## src/rtl/issue_entry_releaser8.sv

```systemverilog
// Issue/release side of an 8-entry issue queue: per-entry state, wakeup, 2-wide select, FU handshake.
// Optional ISSUE_OLDEST_FIRST_EN: age-matrix oldest-first selection instead of lowest-index priority.
module issue_entry_releaser8 #(
    parameter  int unsigned IO_ID_WIDTH = 3,
    localparam int unsigned NUM_ENTRY   = 2 ** IO_ID_WIDTH,
    localparam int unsigned OCC_W       = IO_ID_WIDTH + 1
) (
    input  logic                   clk,
    input  logic                   rst_n,
    input  logic                   flush,
    input  logic                   alloc_valid_0,
    input  logic [IO_ID_WIDTH-1:0] alloc_id_0,
    input  logic                   alloc_rdy_0,
    input  logic                   alloc_valid_1,
    input  logic [IO_ID_WIDTH-1:0] alloc_id_1,
    input  logic                   alloc_rdy_1,
    input  logic [NUM_ENTRY-1:0]   wakeup_vec,
    output logic                   issue_valid_0,
    output logic [IO_ID_WIDTH-1:0] issue_id_0,
    input  logic                   issue_ready_0,
    output logic                   issue_valid_1,
    output logic [IO_ID_WIDTH-1:0] issue_id_1,
    input  logic                   issue_ready_1,
    output logic [NUM_ENTRY-1:0]   entry_free,
    output logic [OCC_W-1:0]       occupancy
);

    localparam int unsigned PICK_W = IO_ID_WIDTH + 1;

    typedef enum logic [1:0] {
        ST_FREE   = 2'd0,
        ST_WAIT   = 2'd1,
        ST_READY  = 2'd2,
        ST_ISSUED = 2'd3
    } entry_state_e;

    entry_state_e           state_q [NUM_ENTRY];
    entry_state_e           state_d [NUM_ENTRY];
    logic [1:0]             slot_valid_q;
    logic [1:0]             slot_valid_d;
    logic [IO_ID_WIDTH-1:0] slot_id_q [2];
    logic [IO_ID_WIDTH-1:0] slot_id_d [2];
    logic [NUM_ENTRY-1:0]   entry_free_q;
    logic [NUM_ENTRY-1:0]   entry_free_d;
    logic [OCC_W-1:0]       occ_q;
    logic [OCC_W-1:0]       occ_d;

    logic [1:0]             hs;
    logic [1:0]             loadable;
    logic                   alloc_ok_0;
    logic                   alloc_ok_1;
    logic [NUM_ENTRY-1:0]   cand;
    logic [NUM_ENTRY-1:0]   cand_rest;
    logic [PICK_W-1:0]      pick_a;
    logic [PICK_W-1:0]      pick_b;
    logic [PICK_W-1:0]      sel [2];

`ifdef ISSUE_OLDEST_FIRST_EN
    // older_q[i][j] = 1: entry j was allocated before entry i
    logic [NUM_ENTRY-1:0][NUM_ENTRY-1:0] older_q;
    logic [NUM_ENTRY-1:0][NUM_ENTRY-1:0] older_d;

    function automatic logic [PICK_W-1:0] pick_oldest(
        input logic [NUM_ENTRY-1:0]                mask,
        input logic [NUM_ENTRY-1:0][NUM_ENTRY-1:0] older
    );
        logic [PICK_W-1:0] r;
        r = '0;
        for (int i = 0; i < NUM_ENTRY; i++) begin
            if (mask[i] && ((mask & older[i]) == '0)) r = {1'b1, IO_ID_WIDTH'(i)};
        end
        return r;
    endfunction
`else
    function automatic logic [PICK_W-1:0] pick_lowest(input logic [NUM_ENTRY-1:0] mask);
        logic [PICK_W-1:0] r;
        r = '0;
        for (int i = NUM_ENTRY - 1; i >= 0; i--) begin
            if (mask[i]) r = {1'b1, IO_ID_WIDTH'(i)};
        end
        return r;
    endfunction
`endif

    // Candidate selection on current-cycle READY entries
    always_comb begin
        for (int i = 0; i < NUM_ENTRY; i++) begin
            cand[i] = (state_q[i] == ST_READY);
        end
`ifdef ISSUE_OLDEST_FIRST_EN
        pick_a = pick_oldest(cand, older_q);
`else
        pick_a = pick_lowest(cand);
`endif
        cand_rest = cand;
        if (pick_a[PICK_W-1]) cand_rest[pick_a[IO_ID_WIDTH-1:0]] = 1'b0;
`ifdef ISSUE_OLDEST_FIRST_EN
        pick_b = pick_oldest(cand_rest, older_q);
`else
        pick_b = pick_lowest(cand_rest);
`endif
    end

    // Entry state / issue slot next-state
    always_comb begin
        for (int i = 0; i < NUM_ENTRY; i++) begin
            state_d[i] = state_q[i];
        end
        slot_valid_d = slot_valid_q;
        slot_id_d[0] = slot_id_q[0];
        slot_id_d[1] = slot_id_q[1];
        entry_free_d = '0;
        occ_d        = '0;

        hs         = slot_valid_q & {issue_ready_1, issue_ready_0};
        loadable   = ~slot_valid_q | hs;
        alloc_ok_0 = alloc_valid_0 && (state_q[alloc_id_0] == ST_FREE);
        alloc_ok_1 = alloc_valid_1 && (state_q[alloc_id_1] == ST_FREE) &&
                     !(alloc_valid_0 && (alloc_id_0 == alloc_id_1));
        sel[0]     = pick_a;
        sel[1]     = loadable[0] ? pick_b : pick_a;

        for (int k = 0; k < 2; k++) begin
            if (hs[k]) state_d[slot_id_q[k]] = ST_FREE;
        end

        for (int i = 0; i < NUM_ENTRY; i++) begin
            if ((state_q[i] == ST_WAIT) && wakeup_vec[i]) state_d[i] = ST_READY;
        end

        if (alloc_ok_0) begin
            state_d[alloc_id_0] = (alloc_rdy_0 || wakeup_vec[alloc_id_0]) ? ST_READY : ST_WAIT;
        end
        if (alloc_ok_1) begin
            state_d[alloc_id_1] = (alloc_rdy_1 || wakeup_vec[alloc_id_1]) ? ST_READY : ST_WAIT;
        end

        for (int k = 0; k < 2; k++) begin
            if (loadable[k]) begin
                slot_valid_d[k] = sel[k][PICK_W-1];
                if (sel[k][PICK_W-1]) begin
                    slot_id_d[k]                         = sel[k][IO_ID_WIDTH-1:0];
                    state_d[sel[k][IO_ID_WIDTH-1:0]] = ST_ISSUED;
                end
            end
        end

        if (flush) begin
            for (int i = 0; i < NUM_ENTRY; i++) begin
                state_d[i] = ST_FREE;
            end
            slot_valid_d = '0;
        end

        for (int i = 0; i < NUM_ENTRY; i++) begin
            entry_free_d[i] = (state_d[i] == ST_FREE);
            occ_d           = occ_d + OCC_W'(!entry_free_d[i]);
        end
    end

    always_ff @(posedge clk or negedge rst_n) begin
        if (!rst_n) begin
            for (int i = 0; i < NUM_ENTRY; i++) begin
                state_q[i] <= ST_FREE;
            end
            slot_valid_q <= '0;
            slot_id_q[0] <= '0;
            slot_id_q[1] <= '0;
            entry_free_q <= '1;
            occ_q        <= '0;
        end else begin
            for (int i = 0; i < NUM_ENTRY; i++) begin
                state_q[i] <= state_d[i];
            end
            slot_valid_q <= slot_valid_d;
            slot_id_q[0] <= slot_id_d[0];
            slot_id_q[1] <= slot_id_d[1];
            entry_free_q <= entry_free_d;
            occ_q        <= occ_d;
        end
    end

`ifdef ISSUE_OLDEST_FIRST_EN
    // A new entry is younger than everything; alloc_0 is applied first so it is older than alloc_1
    always_comb begin
        older_d = older_q;
        if (!flush && alloc_ok_0) begin
            for (int j = 0; j < NUM_ENTRY; j++) begin
                older_d[j][alloc_id_0] = 1'b0;
            end
            older_d[alloc_id_0] = ~(NUM_ENTRY'(1) << alloc_id_0);
        end
        if (!flush && alloc_ok_1) begin
            for (int j = 0; j < NUM_ENTRY; j++) begin
                older_d[j][alloc_id_1] = 1'b0;
            end
            older_d[alloc_id_1] = ~(NUM_ENTRY'(1) << alloc_id_1);
        end
    end

    always_ff @(posedge clk or negedge rst_n) begin
        if (!rst_n) begin
            older_q <= '0;
        end else begin
            older_q <= older_d;
        end
    end
`endif

    assign issue_valid_0 = slot_valid_q[0];
    assign issue_valid_1 = slot_valid_q[1];
    assign issue_id_0    = slot_id_q[0];
    assign issue_id_1    = slot_id_q[1];
    assign entry_free    = entry_free_q;
    assign occupancy     = occ_q;

endmodule

```

## config.mk

```make
export PLATFORM = sky130hd
export DESIGN_NAME = issue_entry_releaser8
export DESIGN_NICKNAME = d
export VERILOG_FILES = /design/src/rtl/issue_entry_releaser8.sv
export SDC_FILE = /design/constraint.sdc
export NUM_CORES = 1
export LEC_CHECK = 0
export BUFFER_PORTS_ARGS = -buffer_cell sky130_fd_sc_hd__buf_2
export CORE_MARGIN = 2
export CORE_UTILIZATION = 40
export DETAILED_ROUTE_END_ITERATION = 10
export SLEW_MARGIN = 20
export SYNTH_ARGS = -nofsm -noshare
export SYNTH_HDL_FRONTEND = slang
export SYNTH_SLANG_ARGS = --single-unit
export TNS_END_PERCENT = 5
```

## constraint.sdc

```tcl
create_clock -name clk -period 7.27 [get_ports clk]
set_input_delay 0.727 -clock clk [delete_from_list [all_inputs] [get_ports clk]]
set_output_delay 0.727 -clock clk [all_outputs]
set_load 0.1 [all_outputs]
```

* Word level (Yosys, flattened, before mapping)
Cells that the tools add are included.
** Operators by class
- Mux-type cells :: 66
- Bitwise gates (word level) :: 17
- Reductions and logical operators :: 44
- Equality and inequality tests :: 17
- $add $sub $neg :: 7
- Order comparisons :: 16
** Operators by type and width (count)
- 2-to-1 mux 16 bit :: 9
- 2-to-1 mux 4 bit :: 17
- 2-to-1 mux 2 bit :: 21
- demux 2 bit (select 3 bit) :: 6
- bitwise AND 16 bit :: 2
- bitwise mux 16 bit :: 2
- NOT 16 bit :: 2
- bitwise OR 16 bit :: 2
- >= comparator 4 bit (second input constant) :: 6
- less-than comparator 4 x 1 -> 1 bit (second input constant) :: 6
- NOT 3 -> 4 bit :: 6
- zero test 2 bit :: 10
- logical AND 1 bit :: 19
- adder 4 x 1 -> 4 bit :: 4
- equality test 2 x 1 -> 1 bit (second input constant) :: 8
- equality test 2 bit (second input constant) :: 8
- binary-select mux 2 bit (select 3 bit) :: 2
- less-than comparator 3 x 4 -> 1 bit (second input constant) :: 3
- zero test 1 bit :: 9
- bitwise AND 8 bit :: 1
- 2-to-1 mux 8 bit :: 1
- NOT 8 bit :: 1
- binary-select mux 1 bit (select 3 bit) :: 2
- 2-to-1 mux 1 bit :: 5
- 12 further kinds :: 15
** Word-level totals
- Word-level logic and storage cells :: 181
- Input bits :: 23
- Output and inout port bits :: 20
- Flip-flop bits (word level) :: 36

* Depth between registers and ports, before layout
Gate-level depths: netlist (run 1).
- Word-level depth :: 43
- Mapped depth :: 17
- Gate-level depth less buffers :: 15

* Worst setup path before layout (run 1)
Ideal clock, no wire load.
- Kind :: register to register
- Start :: register slot_valid_q[0]
- End :: register occ_q[2], in the netlist occupancy[2]
- Library setup time :: 0.123 ns
- Slack :: 2.475 ns
- Cell stages (with the launch flop) :: 16
- Arrival :: 4.672 ns
- Path buffers :: 1
- Period minus slack after synthesis :: 4.795 ns
- Required time :: 7.147 ns
- Cell sequence :: dfrtp_1 nor2b_1 clkbuf_1 nand2_1 o22ai_1 nor2_1 a222oi_1 a21oi_1 fa_1 inv_1 fa_1 fa_1 inv_1 ha_1 fa_1 xor2_1
** Between the ends
- Word-level cells in the longest chain between the ends :: 25
- Elaborated cells between the ends (all ways) :: 55
- Classes of those cells :: add/sub: 7; order compare: 2; mux: 22; bitwise: 7; reduce/logical: 17
** RTL lines
- start: declaration :: line 39 : logic [1:0] slot_valid_q;
- start signal: assignment :: line 175 : slot_valid_q <= slot_valid_d;
- bitwise AND 2 bit :: line 115 : hs = slot_valid_q & {issue_ready_1, issue_ready_0};
- 2-to-1 mux 16 bit :: line 124 : if (hs[k]) state_d[slot_id_q[k]] = ST_FREE;
- bitwise AND 16 bit (no line)
- 2-to-1 mux 16 bit :: line 124
- 2-to-1 mux 2 bit :: line 128 : if ((state_q[i] == ST_WAIT) && wakeup_vec[i]) state_d[i] = ST_READY;
- bitwise mux 16 bit :: line 132 : state_d[alloc_id_0] = (alloc_rdy_0 || wakeup_vec[alloc_id_0]) ? ST_READY : ST_WAIT;
- 2-to-1 mux 16 bit :: line 131 : if (alloc_ok_0) begin
- bitwise mux 16 bit :: line 135 : state_d[alloc_id_1] = (alloc_rdy_1 || wakeup_vec[alloc_id_1]) ? ST_READY : ST_WAIT;
- [8 not listed]
- zero test 2 bit :: line 156 : entry_free_d[i] = (state_d[i] == ST_FREE);
- zero test 1 bit :: line 157 : occ_d = occ_d + OCC_W'(!entry_free_d[i]);
- adder 1 x 1 -> 2 bit :: line 157
- adder 2 x 1 -> 3 bit :: line 157
- adder 3 x 1 -> 4 bit :: line 157
- adder 4 x 1 -> 4 bit (3 in a row) :: line 157
- adder 4 x 1 -> 4 bit * :: line 157
- net occ_d[2] :: line 46 : logic [OCC_W-1:0] occ_d;
- end signal: assignment :: line 170 : occ_q <= '0;
- end signal: assignment :: line 179 : occ_q <= occ_d;
- end: declaration :: line 45 : logic [OCC_W-1:0] occ_q;
Mark *: on every way through the listed nets, which the timed path passes. The rest lies on a longest branch.
A chain may end at the register's enable or synchronous reset.

* Worst setup path after layout (run 1)
- Start :: register state_q[15] in the netlist's numbering
- End :: register occ_q[2], in the netlist occupancy[2]
** Between the ends
- Word-level cells in the longest chain between the ends :: 36
- Elaborated cells between the ends (all ways) :: 83
- Classes of those cells :: add/sub: 7; order compare: 6; eq/ne: 2; mux: 35; bitwise: 8; reduce/logical: 25
** RTL lines
- start: declaration :: line 37 : entry_state_e state_q [NUM_ENTRY];
- start signal: indexed assignment :: line 173 : state_q[i] <= state_d[i];
- equality test 2 bit :: line 88 : cand[i] = (state_q[i] == ST_READY);
- 2-to-1 mux 4 bit :: line 79 : if (mask[i]) r = {1'b1, IO_ID_WIDTH'(i)};
- less-than comparator 3 x 4 -> 1 bit (implied by the code) or >= comparator 3 x 1 -> 1 bit (tied branches) :: line 96 : if (pick_a[PICK_W-1]) cand_rest[pick_a[IO_ID_WIDTH-1:0]] = 1'b0;
- logical AND 1 bit (implied by the code) :: line 96
- 2-to-1 mux 1 bit (implied by the code) :: line 96
- demux 1 bit (select 3 bit) :: line 96
- NOT 8 bit (no line)
- bitwise AND 8 bit (no line)
- [19 not listed]
- zero test 2 bit :: line 156
- zero test 1 bit :: line 157
- adder 1 x 1 -> 2 bit :: line 157
- adder 2 x 1 -> 3 bit :: line 157
- adder 3 x 1 -> 4 bit :: line 157
- adder 4 x 1 -> 4 bit (3 in a row) :: line 157
- adder 4 x 1 -> 4 bit * :: line 157
- net occ_d[2] :: line 46
Mark *: on every way through the listed nets, which the timed path passes. The rest lies on a longest branch. The select of a mux whose other input is x is not followed.

==> results of run 1 <==
flip-flops by register name, summed over array words and instances, names as in the netlist:
| name | cells |
|---|---|
| issue_id_1 | 3 |
| state_q | 16 |
| slot_valid_q | 2 |
| occupancy | 4 |
| entry_free | 8 |
| issue_id_0 | 3 |
critical path, delay by kind of cell, from the launching register on:
kind / cells / cell delay (ns)
xor gates and xnor gates: 1 / 0.17
AOI/OAI and AO/OA: 5 / 1.44
buffers and inverters: 2 / 0.10
adders and majority gates: 5 / 2.08
DFF: 1 / 0.52
and+or+nand+nor: 2 / 0.91
per-stage QoR:
step	worst slack [ns]	cell area, µm²	hold slack (ns)
after CTS	2.074	3438	0.5583
final	1.935	3438	0.5207
after global routing	1.813	3438	0.5733
after global placement	1.753	3348	0.5659
after detailed placement	1.762	3348	0.5657
after floorplan	2.475	3077	0.4314
synth_stat cells, drive strengths merged (2+ instances only):
master	instances
mux2i	4
o221ai	4
a211oi	10
o31ai	3
a211o	3
nand3b	3
a21oi	27
o211ai	3
xnor2	3
a41o	3
a22oi	2
nand2	29
and3	4
dfrtp	28
a41oi	2
or2	3
o21ai	26
nor4	6
nor2b	9
nor3	11
nor2	32
nand3	17
nand2b	18
a21o	6
clkbuf	6
or3	3
inv	18
nand4	5
a31oi	15
fa	4
o32ai	2
buf	8
a31o	6
o22ai	11
mux2	2
ha	3
dfstp	8
and2b	2
o311a	2
o21a	4
o41ai	2
area by class of cell:
class | count | area (µm²) | area share [%]
Multi-Input combinational cell | 309 | 2028 | 58.99
Clock inverter | 3 | 21.27 | 0.6186
Clock buffer | 5 | 68.82 | 2.001
Timing Repair Buffer | 43 | 217.7 | 6.332
Inverter | 18 | 67.56 | 1.965
Tap cell | 99 | 123.9 | 3.603
Sequential cell | 36 | 910.9 | 26.49
cell families after synthesis:
logic type | after synthesis | share of synthesized area [%]
xor+xnor | 4 | 1.139
simple gates | 151 | 27.12
flops | 36 | 29.61
compound gates | 140 | 31.44
buf+inv | 32 | 4.473
fa+ha+maj | 8 | 4.189
mux | 6 | 2.033
worst max path at each step:
stage                         start           end  cells past startpoint
global route            state_q[15]  occupancy[2]                     15
global placement      alloc_id_0[1]  occupancy[2]                     16
floorplan           slot_valid_q[0]  occupancy[2]                     15
CTS                   alloc_id_0[1]  occupancy[2]                     16
detailed placement    alloc_id_0[1]  occupancy[2]                     16
finish                  state_q[15]  occupancy[2]                     15
metal layers:
layer / share of wire [%] / track usage (%) / wire length, µm
met4: 2.2 / 6.716 / 231
met5: 0 / 0 / 0
met2: 43 / 37.81 / 4488
met3: 7.6 / 4.848 / 789
met1: 47 / 36.10 / 4857
==> results.json, run 1 <==
{
  "status": "finished clean",
  "n_antenna_cell": 0,
  "grt_pass1_vias": 2936,
  "n_fill_cell": 765,
  "chipHeight_um": 91.70,
  "cts_buffers": 5,
  "finalCritPeriodShare_pct": 73.39,
  "crit_top_cell": "fa_1",
  "area_delta_synth_final_pct": 11.75,
  "drive_gt1_share_pct": 19.57,
  "drt-total-wl_um": 10370,
  "vias_per_cell": 6.234,
  "postCtsHoldBufs": 0,
  "synthArstFlopShare_pct": 100.0,
  "worst_setup_path_start_kind": "flip-flop",
  "slowest_delay_ns": 0.83,
  "rsz0062_at_grt": "no",
  "layout_common_cells": "42 x buf_2, 32 x nor2_1, 29 x nand2_1",
  "cts_buffer_depth": 2,
  "rr_endpoint": "occupancy[2]",
  "synth_area_um2": 3077,
  "ys_dominant_reg_cell": "dfrtp_1",
  "reg2reg_depth": 15,
  "antenna_found_initial": 0,
  "io_buffer_count": 42,
  "grt_overflow": 0,
  "synth_top_cell_by_area": "dfrtp_1",
  "cts_resized": 0,
  "finalSetupViolCount": 0,
  "ioPinCount": 43,
  "fin_util_pct": 46.66,
  "hold_class": "in2async",
  "synth_cells": 377,
  "hold_violations": 0,
  "max_slew.worst_pin.slew_ns": 0.9856,
  "timing.fmax_mhz": 187.4,
  "final.min_clock_period_ns": 5.335,
  "drt-pass1-iter-count": 5,
  "path_class": "reg2reg",
  "final_nets": 443,
  "grt_pass1_wl_um": 16170,
  "maxSlewViolCount": 0,
  "wl_per_cell_um": 20.21,
  "clock-sinks": 36,
  "crit_chain": "nor2b_1, nor4_1, a211oi_1, o22ai_1, a21o_1, a31oi_1, a21oi_1, fa_1, inv_1, fa_1, fa_1, inv_1, ha_1, fa_1, xor2_1",
  "final_common_cell": "buf_2",
  "slew_headroom_pct": 34.16,
  "die_w_um": 91.70,
  "vias": 3198,
  "crit_fanout": 11,
  "cts_tree": "done",
  "max-cap-violations": 0,
  "ys_seq_area_share_pct": 29.61,
  "synthesis.nets": 407,
  "yosys_warnings": 0,
  "htree_num_levels": 2,
  "drc": 0,
  "dieArea_um2": 8409,
  "endpoint_kind": "flip-flop",
  "reg2reg_from": "state_q[15]",
  "clkTransAtPathRegs_ns": 0.08,
  "ys_seq_elements": 36,
  "synthTopCellsByArea": "dfrtp_1 23%, dfstp_2 6.8%, a21oi_1 4.4%",
  "clock_latency_ns": 0.30,
  "rows": 31,
  "crit_required_ns": 7.46,
  "cts_setup_buffers": 0,
  "cp.arrival_ns": 5.53,
  "ys_types": 73,
  "cpMaxStageDelayCell": "nor2b_1",
  "ant_nets": 0,
  "avgSynthCellArea_um2": 8.161,
  "final-instance-count-excl-fill": 513,
  "synth_edf_count": 0,
  "drtIter0Drc": 345,
  "grt_use_total_pct": 24.86,
  "floorplan.initialDensity_pct": 41.75,
  "finClkSkew_ns": 0.009854,
  "reg2reg_slack_ns": 1.93,
  "dp.cells": 505,
  "synth_top_area_share_pct": 22.77,
  "grt_max_degree": 37,
  "design.core.area_um2": 7370,
  "dp_hpwl_um": 8145,
  "ctsRootBufferMaster": "clkbuf_8",
  "setup_tns_ns": 0,
  "gp_congestion": 1.012
}
Power of run 1 is left out: the tool's default activity adds up to more than one toggle a clock period on the data nets, which glitch-free logic cannot reach.
==> run 2: changes to the inputs <==
--- a/config.mk
+++ b/config.mk
@@ -5,6 +5,7 @@
 export SDC_FILE = /design/constraint.sdc
 export NUM_CORES = 1
 export LEC_CHECK = 0
+export ABC_AREA = 1
 export BUFFER_PORTS_ARGS = -buffer_cell sky130_fd_sc_hd__buf_2
 export CORE_MARGIN = 2
 export CORE_UTILIZATION = 40
==> constraint.sdc (replaced) <==
create_clock -name clk -period 4.4 [get_ports clk]
set_input_delay 0.44 -clock clk [delete_from_list [all_inputs] [get_ports clk]]
set_output_delay 0.44 -clock clk [all_outputs]
set_load 0.1 [all_outputs]
==> results.json, run 2 <==
{
  "clkTransAtPathRegs_ns": 0.08,
  "reg2reg_slack_ns": 0.06,
  "grt_pass1_vias": 3560,
  "grt_max_degree": 37,
  "worst_setup_path_start_kind": "flip-flop",
  "chipHeight_um": 91.99,
  "ys_seq_area_share_pct": 29.41,
  "grt_overflow": 0,
  "largest_register_ff_count": 16,
  "rows": 32,
  "muxShareOfSynthArea_pct": 0,
  "wl_per_cell_um": 14.74,
  "ioPinCount": 43,
  "ys_types": 48,
  "reg2reg_depth": 24,
  "floorplan.initialDensity_pct": 40.71,
  "dieArea_um2": 8461,
  "ys_dominant_reg_cell": "dfrtp_1",
  "cts_buffer_depth": 2,
  "antenna_found_initial": 0,
  "synth_compound_area_share_pct": 17.33,
  "max-cap-violations": 0,
  "area_delta_synth_final_pct": 44.20,
  "critical_path.startpoint": "state_q[5]",
  "synth_top_family_by_area": "simple AND/OR/NAND/NOR gates",
  "yosys_warnings": 0,
  "synthAdderAreaFrac_pct": 3.798,
  "drt-total-wl_um": 10630,
  "final.min_clock_period_ns": 4.345,
  "cp.arrival_ns": 4.53,
  "reg2reg_from": "state_q[5]",
  "slew_headroom_pct": 42.15,
  "drive_gt1_share_pct": 41.52,
  "hold_class": "in2async",
  "status": "finished clean",
  "n_antenna_cell": 0,
  "endpoint_kind": "flip-flop",
  "die_w_um": 91.99,
  "avgSynthCellArea_um2": 6.674,
  "synth_cells": 464,
  "max_slew.worst_pin.slew_ns": 0.8677,
  "final_nets": 648,
  "htree_num_levels": 2,
  "grt_pass1_wl_um": 17220,
  "synthArstFlopShare_pct": 100.0,
  "cts_tree": "done",
  "grt_use_total_pct": 25.90,
  "synth_area_um2": 3097,
  "ctsRootBufferMaster": "clkbuf_8",
  "vias": 3622,
  "clock_latency_ns": 0.30,
  "ys_seq_elements": 36,
  "drtIter0Drc": 211,
  "finalSetupViolCount": 0,
  "synth_edf_count": 0,
  "hold_violations": 0,
  "gp_congestion": 0.9981,
  "synthTopCellsByArea": "dfrtp_1 23%, nand2_1 11%, inv_1 8.6%",
  "crit_fanout": 3,
  "clock-sinks": 36,
  "io_buffer_count": 42,
  "fin_util_pct": 58.70,
  "final_common_cell": "buf_4",
  "crit_required_ns": 4.59,
  "largest_register": "state_q",
  "synth_simple_gate_area_share_pct": 37.01,
  "finClkSkew_ns": 0.01132,
  "dp_hpwl_um": 8253,
  "synthesis.nets": 494,
  "synth_top_cell_by_area": "dfrtp_1",
  "layout_common_cells": "110 x buf_4, 83 x nand2_1, 67 x inv_1",
  "ant_nets": 0,
  "drt-pass1-iter-count": 5,
  "drc": 0,
  "synthXorXnorAreaFrac_pct": 0.5657,
  "timing.fmax_mhz": 230.2,
  "design.core.area_um2": 7607,
  "rsz0062_at_grt": "yes",
  "synthTopCellsByCount": "94 x nand2_1, 71 x inv_1, 51 x nor2_1, 43 x nand3_1, 28 x dfrtp_1",
  "finalCritPeriodShare_pct": 98.75,
  "cts_buffers": 5,
  "yosysMostFrequentCell": "nand2_1",
  "rr_endpoint": "occupancy[2]",
  "synth_top_area_share_pct": 22.63,
  "vias_per_cell": 5.024,
  "endpoint": "occupancy[2]",
  "maxSlewViolCount": 0,
  "path_class": "reg2reg"
}
==> run 2: stage by stage <==
stage | TNS, ns | cell area [µm²] | setup WS [ns] | cells | hold slack [ns]
after floorplan | 0 | 3098 | 0.04994 | 464 | 0.1444
after global placement | -0.2564 | 4130 | -0.1724 | 697 | 0.5258
after detailed placement | -0.2138 | 4130 | -0.1593 | 697 | 0.5426
after CTS | 0 | 4354 | 0.01957 | 714 | 0.2665
after global routing | -0.2550 | 4466 | -0.1548 | 721 | 0.3002
final | 0 | 4466 | 0.05514 | 721 | 0.2376
==> run 2: area by class of cell <==
class	count	area (µm²)
clock inverters	2	35.03
inverters	89	336.6
well taps	102	127.6
fillers	740	3142
repair buffers	153	1056
flip-flops and latches	36	912.1
multi-input cells	333	1926
clock buffers	6	72.57
==> run 2: timing repair <==
action,CTS,global route
gates cloned,0,0
gates resized for setup,15,19
endpoints found under the setup margin,2,2
hold buffers,0,0
endpoints found under the hold margin,0,0
pin swaps,15,15
setup buffers,9,7
==> run 2: layer usage <==
metal	track usage (%)	part of all wire, %	up-vias
met5	0	0	-
li1	-	-	1812
met4	9.701	3.2	0
met1	33.28	45	1671
met2	44.24	47	112
met3	3.615	4.4	27
==> run 2: kinds of logic (layout without fill, tap and decap cells) <==
group,after synthesis,count (layout)
AO/OA/AOI/OAI,86,86
XOR/XNOR,2,2
adder cells (fa/ha/maj),7,7
buffers and inverters,95,250
flip-flops,36,36
AND/OR/NAND/NOR,238,238
==> run 2: how the worst min path moves through the flow <==
stage,from,cells after the start,slack [ns],to
floorplan,rst_n,0,0.14,issue_id_0[0]
global placement,issue_id_0[0],2,0.53,issue_id_0[0]
detailed placement,issue_id_1[0],2,0.54,issue_id_1[0]
CTS,rst_n,1,0.27,slot_valid_q[0]
global route,rst_n,1,0.30,state_q[5]
finish,rst_n,1,0.24,slot_valid_q[0]
==> run 2: critical path, cell delays in order, from the launching register on <==
cell and delay, ns:
dfrtp_1 0.39, nand2_1 0.14, nand2_1 0.08, inv_2 0.11, o21ai_4 0.08, nor2_2 0.14, nand3_2 0.09, nand2_2 0.09
nand2_2 0.08, o21ai_2 0.16, nand2_2 0.13, buf_12 0.15, nor2_4 0.13, nand2_2 0.08, nand2_2 0.08, nand2_2 0.07
nand2_2 0.10, fa_1 0.43, inv_2 0.07, fa_1 0.41, fa_1 0.49, inv_1 0.04, ha_2 0.17, fa_2 0.33
xor2_1 0.17
Power of run 2 is left out for the same reason.
